===== src/rtl/sync_fifo_flagged.sv =====
// Single-clock FIFO for any depth, including depths that are not a power of two.
// Provides occupancy, threshold flags, sticky error flags, flush, and full-state pass-through.
module sync_fifo_flagged #(
  parameter int DEPTH     = 4,
  parameter int DATA_W    = 8,
  parameter int AF_THRESH = DEPTH - 1,
  parameter int AE_THRESH = 1,
  localparam int CW       = $clog2(DEPTH + 1)
) (
  input  logic              clk,
  input  logic              reset_n,
  input  logic              push_i,
  input  logic [DATA_W-1:0] push_data_i,
  input  logic              pop_i,
  output logic [DATA_W-1:0] pop_data_o,
  input  logic              flush_i,
  input  logic              err_clr_i,
  output logic              full_o,
  output logic              empty_o,
  output logic              almost_full_o,
  output logic              almost_empty_o,
  output logic [CW-1:0]     count_o,
  output logic              overflow_o,
  output logic              underflow_o
);

  localparam int PW = (DEPTH > 1) ? $clog2(DEPTH) : 1;
  localparam logic [PW-1:0] LAST_PTR = PW'(DEPTH - 1);
  localparam logic [CW-1:0] FULL_CNT = CW'(DEPTH);
  localparam logic [CW-1:0] AF_CNT   = CW'(AF_THRESH);
  localparam logic [CW-1:0] AE_CNT   = CW'(AE_THRESH);

  logic [DATA_W-1:0] mem [DEPTH];
  logic [PW-1:0]     w_ptr;
  logic [PW-1:0]     r_ptr;
  logic [CW-1:0]     count;
  logic              full;
  logic              empty;
  logic              push_acc;
  logic              pop_acc;
  logic              ov_set;
  logic              un_set;
  logic              overflow;
  logic              underflow;

  // Explicit wrap so that depths that are not a power of two do not rely on pointer overflow.
  function automatic logic [PW-1:0] bump(input logic [PW-1:0] p);
    return (p == LAST_PTR) ? '0 : p + 1'b1;
  endfunction

  always_comb begin
    full     = (count == FULL_CNT);
    empty    = (count == '0);
    pop_acc  = pop_i && !empty && !flush_i;
    push_acc = push_i && (!full || pop_i) && !flush_i;
    ov_set   = push_i && full && !pop_i && !flush_i;
    un_set   = pop_i && empty && !flush_i;
  end

  always_ff @(posedge clk or negedge reset_n) begin
    if (!reset_n) begin
      w_ptr <= '0;
      r_ptr <= '0;
      count <= '0;
    end else if (flush_i) begin
      w_ptr <= '0;
      r_ptr <= '0;
      count <= '0;
    end else begin
      if (push_acc) w_ptr <= bump(w_ptr);
      if (pop_acc)  r_ptr <= bump(r_ptr);
      case ({push_acc, pop_acc})
        2'b10:   count <= count + 1'b1;
        2'b01:   count <= count - 1'b1;
        default: count <= count;
      endcase
    end
  end

  // The storage has no reset. Its contents cannot be observed while the FIFO is empty.
  always_ff @(posedge clk) begin
    if (push_acc) mem[w_ptr] <= push_data_i;
  end

  // When a set and a clear arrive in the same cycle, the set takes priority.
  always_ff @(posedge clk or negedge reset_n) begin
    if (!reset_n) begin
      overflow  <= 1'b0;
      underflow <= 1'b0;
    end else begin
      overflow  <= ov_set | (overflow & ~err_clr_i);
      underflow <= un_set | (underflow & ~err_clr_i);
    end
  end

  assign pop_data_o     = empty ? '0 : mem[r_ptr];
  assign full_o         = full;
  assign empty_o        = empty;
  assign almost_full_o  = (count >= AF_CNT);
  assign almost_empty_o = (count <= AE_CNT);
  assign count_o        = count;
  assign overflow_o     = overflow;
  assign underflow_o    = underflow;

endmodule


===== config.mk =====
export PLATFORM = sky130hd
export DESIGN_NAME = sync_fifo_flagged
export DESIGN_NICKNAME = d
export VERILOG_FILES = /design/src/rtl/sync_fifo_flagged.sv
export SDC_FILE = /design/constraint.sdc
export NUM_CORES = 1
export LEC_CHECK = 0
export ABC_AREA = 1
export CAP_MARGIN = 25
export CORE_UTILIZATION = 55
export CTS_BUF_LIST = sky130_fd_sc_hd__clkbuf_2
export DETAILED_ROUTE_END_ITERATION = 10
export PLACE_DENSITY = 0.81
export REMOVE_ABC_BUFFERS = 1
export SYNTH_ARGS = -nofsm -noshare
export SYNTH_HDL_FRONTEND = slang
export SYNTH_SLANG_ARGS = --single-unit
export TNS_END_PERCENT = 100

===== constraint.sdc =====
create_clock -name clk -period 2.4 [get_ports clk]
set_input_delay 0.36 -clock clk [delete_from_list [all_inputs] [get_ports clk]]
set_output_delay 0.36 -clock clk [all_outputs]
set_load 0.03 [all_outputs]

* After elaboration in Yosys (flattened, before gate mapping)
Memories as Yosys holds them, arrays and structs flattened.
Cells that the tools add are included.
** Storage, ports and cells
- Register bits :: 9
- Bits in latches :: 0
- Memory bits (writable) :: 32
- Bits in read-only memories :: 0
- Output and inout bits :: 17
- Logic and storage cells :: 51
- Memories kept :: 1
** Operators by class
- Add/sub/neg operators :: 4
- Multiply operators :: 0
- Div/mod/pow operators :: 0
- Magnitude comparators :: 2
- Equality and inequality tests :: 5
- Shifts and indexed selects :: 0
- Muxes and demuxes :: 11
- Bitwise operators :: 5
- Reduce and logical (&&, ||, !) cells :: 18
** Memories
- mem :: depth 4, width 8, read ports 1, clocked after Yosys merged registers in 0, write ports 1, RTL line 33 : logic [DATA_W-1:0] mem [DEPTH];
** Operator list (count)
- $mux W2 :: 6
- $logic_and A1 B1 Y1 :: 9
- $mux W8 :: 1
- $eq A2 B2 Y1 const B :: 3
- $pmux W3 S2 :: 1
- $add A2 B1 Y2 const B :: 2
- $logic_not A1 Y1 :: 4
- $reduce_bool A2 Y1 :: 2
- $add A3 B1 Y3 const B :: 1
- $eq A3 B3 Y1 const B :: 1
- $ge A3 B2 Y1 const B :: 1
- $le A3 B1 Y1 const B :: 1
- $logic_not A3 Y1 :: 1
- $mux W3 :: 1
- $reduce_bool A3 Y1 :: 1
- $sub A3 B1 Y3 const B :: 1
- $and A1 B1 Y1 :: 2
- $eq A2 B1 Y1 const B :: 1
- $mux W1 :: 2
- $or A1 B1 Y1 :: 2
- $logic_or A1 B1 Y1 :: 1
- $not A1 Y1 :: 1

* Longest topological paths before layout
Gate-level depths: netlist of the first run.
- Depth after elaboration :: 8
- Mapped depth :: 10

* Worst setup path after synthesis of the first run
OpenSTA, ideal clock, no wires.
- Path type :: reg2out
- Start :: register count[0], in the netlist count_o[0]
- End :: output port pop_data_o[0]
- Arrival time :: 1.745 ns
- Path slack :: 0.295 ns
- Cell stages (with the launch flop) :: 7
- Path buffers :: 1
- Path through :: dfrtp_1 -> inv_1 -> ha_1 -> inv_2 -> nor2_1 -> buf_4 -> a21oi_1
** On the way
- Longest elaborated chain between the ends :: 2
** RTL lines
- from (decl) :: RTL line 36 : logic [CW-1:0] count;
- from (signal assigned) :: RTL line 73 : 2'b10: count <= count + 1'b1;
- from (signal assigned) :: RTL line 74 : 2'b01: count <= count - 1'b1;
- from (signal assigned) :: RTL line 75 : default: count <= count;
- $logic_not A3 Y1 :: RTL line 53 : empty = (count == '0);
- net empty_o :: RTL line 19 : output logic empty_o,
- $mux W8 :: RTL line 96 : assign pop_data_o = empty ? '0 : mem[r_ptr];
- to (decl) :: RTL line 15 : output logic [DATA_W-1:0] pop_data_o,
The timed path passes the listed nets, and every way through them passes these cells.

* Final worst setup path of the first run
- Start :: register count[0], in the netlist count_o[0]
- End :: output port pop_data_o[2]
** On the way
- Longest elaborated chain between the ends :: 2
** RTL lines (RTL line)
- $logic_not A3 Y1 :: 53
- $mux W8 :: 96
Every way passes these cells.

==> results of run 1 <==
[through the flow]
stage	util (%)	hold WS [ps]	total power [µW]
after floorplan	-	64.4	942
after global placement	69.4	522	1040
after detailed placement	69.4	518	1050
after CTS	71.4	217	1430
after global routing	70.2	243	1470
final	70.2	226	1420
[worst register-to-register path, stage by stage (launching register included)]
cell,delay (ps)
dfrtp_1,460
inv_1,130
ha_1,250
buf_4,160
nand3_2,120
nand2_1,160
nor2_1,130
buf_4,200
[state kept, by name, summed over array words and instances (netlist names)]
register,count
mem,32
count_o,3
r_ptr,2
w_ptr,2
overflow_o,1
underflow_o,1
[power by group]
group / internal, µW / switching (µW) / leakage [µW]
Clock: 172 / 218 / 0.0000366
Combinational: 85.2 / 142 / 0.000546
Sequential: 789 / 12.0 / 0.000412
[layout by cell type, fill, tap and decap left out, types with 3 or more instances in the layout]
master,n
o21ai_1,3
nor2_1,43
o21ai_0,19
clkbuf_2,10
nand2_1,21
inv_2,3
clkdlybuf4s50_1,18
dfrtp_1,9
a21oi_1,9
inv_1,18
edfxtp_1,32
buf_2,3
ha_1,10
buf_4,11
[kinds of logic after synthesis]
group | after synthesis | share of synthesized area [%]
AND/OR/NAND/NOR | 70 | 15.0
flip-flops | 41 | 61.5
AO/OA/AOI/OAI | 36 | 10.1
buffers and inverters | 28 | 6.55
adder cells (fa/ha/maj) | 10 | 6.49
XOR/XNOR | 1 | 0.454
[layer usage]
layer | wire length, µm | vias to the layer above | share of wire [%]
li1 | - | 699 | -
met1 | 1650 | 678 | 44
met2 | 1940 | 27 | 51
met3 | 123 | 6 | 3.2
met4 | 69 | 0 | 1.8
met5 | 0 | - | 0
[layout make-up]
cell class                      count  area [µm²]
Clock buffer                        5        25.0
Fill cell                         253         995
Multi-Input combinational cell    117         617
Tap cell                           46        57.6
Clock inverter                      3        41.3
Inverter                           22        82.6
Timing Repair Buffer               40         333
Sequential cell                    41        1190
[what timing repair did]
action,4_1_cts,5_1_grt
endpoints found under the setup margin,10,9
hold buffers,0,0
hold endpoints to repair,0,0
resized for setup,20,13
[worst min-delay path by stage]
stage	from	endpoint	slack (ps)	depth (start not counted)
after floorplan	reset_n	count_o[0]$_DFFE_PN0P_	60	0
after global placement	count_o[1]$_DFFE_PN0P_	count_o[1]$_DFFE_PN0P_	520	2
after detailed placement	count_o[1]$_DFFE_PN0P_	count_o[1]$_DFFE_PN0P_	520	2
after CTS	reset_n	count_o[2]$_DFFE_PN0P_	220	1
after global routing	reset_n	count_o[2]$_DFFE_PN0P_	240	1
final	reset_n	count_o[2]$_DFFE_PN0P_	230	1
==> metrics.md, run 1 <==
| Metric | Value |
|---|---|
| Status | finished clean |
| Crit-path max cell delay | 460 ps |
| CP Class | flop to primary output |
| Setup crit end kind | primary output |
| CTS tree | built |
| Crit path buf inv count | 4 |
| CTS buffer count | 5 |
| CP Capture Point | pop_data_o[2] |
| Number of antenna violations at the first check in global routing | 0 |
| Syn Inst Count | 186 |
| Via Count | 1410 |
| DIE AREA | 3750 µm² |
| Dominant cell type by area after synthesis | edfxtp_1 |
| I/O Pins | 31 |
| DIE WIDTH | 61.2 µm |
| Pins Over Slew Limit | 0 |
| Starting Density | 57.8% |
| RR Endpoint | mem[1][7]$_DFFE_PP_ |
| Top cells by count, synth | nor2_1 (43), edfxtp_1 (32), nand2_1 (21) |
| RSZ-0062 raised after global routing | no |
| Final setup vio count | 0 |
| Area delta synth->final | 21.4% |
| Setup ws final | 157 ps |
| CP Max Fanout | 11 |
| Synth Warn # | 0 |
| R2r setup slk | 530 ps |
| Met1 Use GR | 27.5% |
| Cell with the most instances after synthesis | nor2_1 |
| Post-CTS Setup Inserts | 0 |
| Final TNS setup | 0 ps |
| Residual DRC | 0 |
| # Max-Cap Violations | 0 |
| Critical Path, Cell by Cell | inv_1 -> ha_1 -> inv_2 -> nor2_1 -> buf_4 -> a21oi_1 -> buf_2 |
| Final std cells w/o fill | 274 |
| Global placement routability congestion | 0.781 |
| Met2 GRT Util | 37.3% |
| Avg WL per Cell | 13.8 µm |
| Row count | 21 |
| EDFF count, synth | 32 |
| Fmax | 446 MHz |
| Pre-antenna DRT Iters | 4 |
| Hold Crit Class | primary input to async pin |
| Clock buffer depth | 2 |
| Final Hold Viols | 0 |
| Post-route antenna net violation count | 0 |
| Remaining Overflow, GRT | 0 |
| Rel. slew slack | 70.7% |
| Diode count | 0 |
| Met3 usage | 5.04% |
| Num Clock Sinks | 41 |
| Yosys cell types | 23 |
| Die H | 61.2 µm |
| Top delay family on crit path | buffers and inverters |
| Clk root buf | clkbuf_2 |
| Layout cells sized above 1 | 15.4% |
| Final period util | 93.5% |
| Ys flop type | edfxtp_1 |
| Busiest grt layer | met2 |
| Final wirelength | 3790 µm |
| Clock transition at the registers of the reported paths | 200 ps |
| Fraction of registers with async set/reset | 22.0% |
| Top post-synthesis cells by area | edfxtp_1 (50%), dfrtp_1 (12%), nor2_1 (8.4%) |
| Crit path from | count_o[0]$_DFFE_PN0P_ |
| Avg Cell Area, Syn | 10.4 µm² |
| P_leak | 0.000995 µW |
| Critical Path RT | 2040 ps |
| Vias in the first global route | 1292 |
| Startpoint types | flop |
| Worst Tran Pin Value | 438 ps |
| Worst r2r src | count_o[0]$_DFFE_PN0P_ |
| Initial DRC count | 78 |
| Place WS | 143 ps |
| Pwr per Cell Area | 606 nW/µm² |
| Final instance area | 2340 µm² |
| Placed inst area | 2320 µm² |
| Placed insts | 266 |
| Latest clock arrival within the worst-skew pair | 400 ps |
| Crit. path cell count | 7 |
| Worst r2r path cells | 7 |
| Nets | 251 |
| Area of the core | 3340 µm² |
| Slowest cell on the critical path | dfrtp_1 |
| I/O Buffers | 30 |
| Tot GR Track Use | 22.7% |
| Vias per Instance | 5.15 |
| Period minus WS final | 2240 ps |
| First-pass GRT wire length | 5730 µm |
| Largest net degree at the start of global routing | 14 |
| H-tree levels | 2 |
| Sequential-to-total area share from yosys stat | 61.5% |
| Peak VDD IR | 0.483 mV |
| WP data arrival | 1880 ps |
| Post-DP HPWL | 2700 µm |
| Synth top area share | 49.8% |
| Flops & latches, synth | 41 |
| Clock Skew | 11.7 ps |
| Mapped cell area | 1930 µm² |
Note: power is estimated with default switching activity, not from simulation.
==> inputs of run 2 (changes only) <==
--- a/config.mk
+++ b/config.mk
@@ -10,6 +10,7 @@
 export CORE_UTILIZATION = 55
 export CTS_BUF_LIST = sky130_fd_sc_hd__clkbuf_2
 export DETAILED_ROUTE_END_ITERATION = 10
+export GPL_ROUTABILITY_DRIVEN = 0
 export PLACE_DENSITY = 0.81
 export REMOVE_ABC_BUFFERS = 1
 export SYNTH_ARGS = -nofsm -noshare
==> results of run 2 <==
The final DEF is identical to that of run 1; final timing and power are the same.
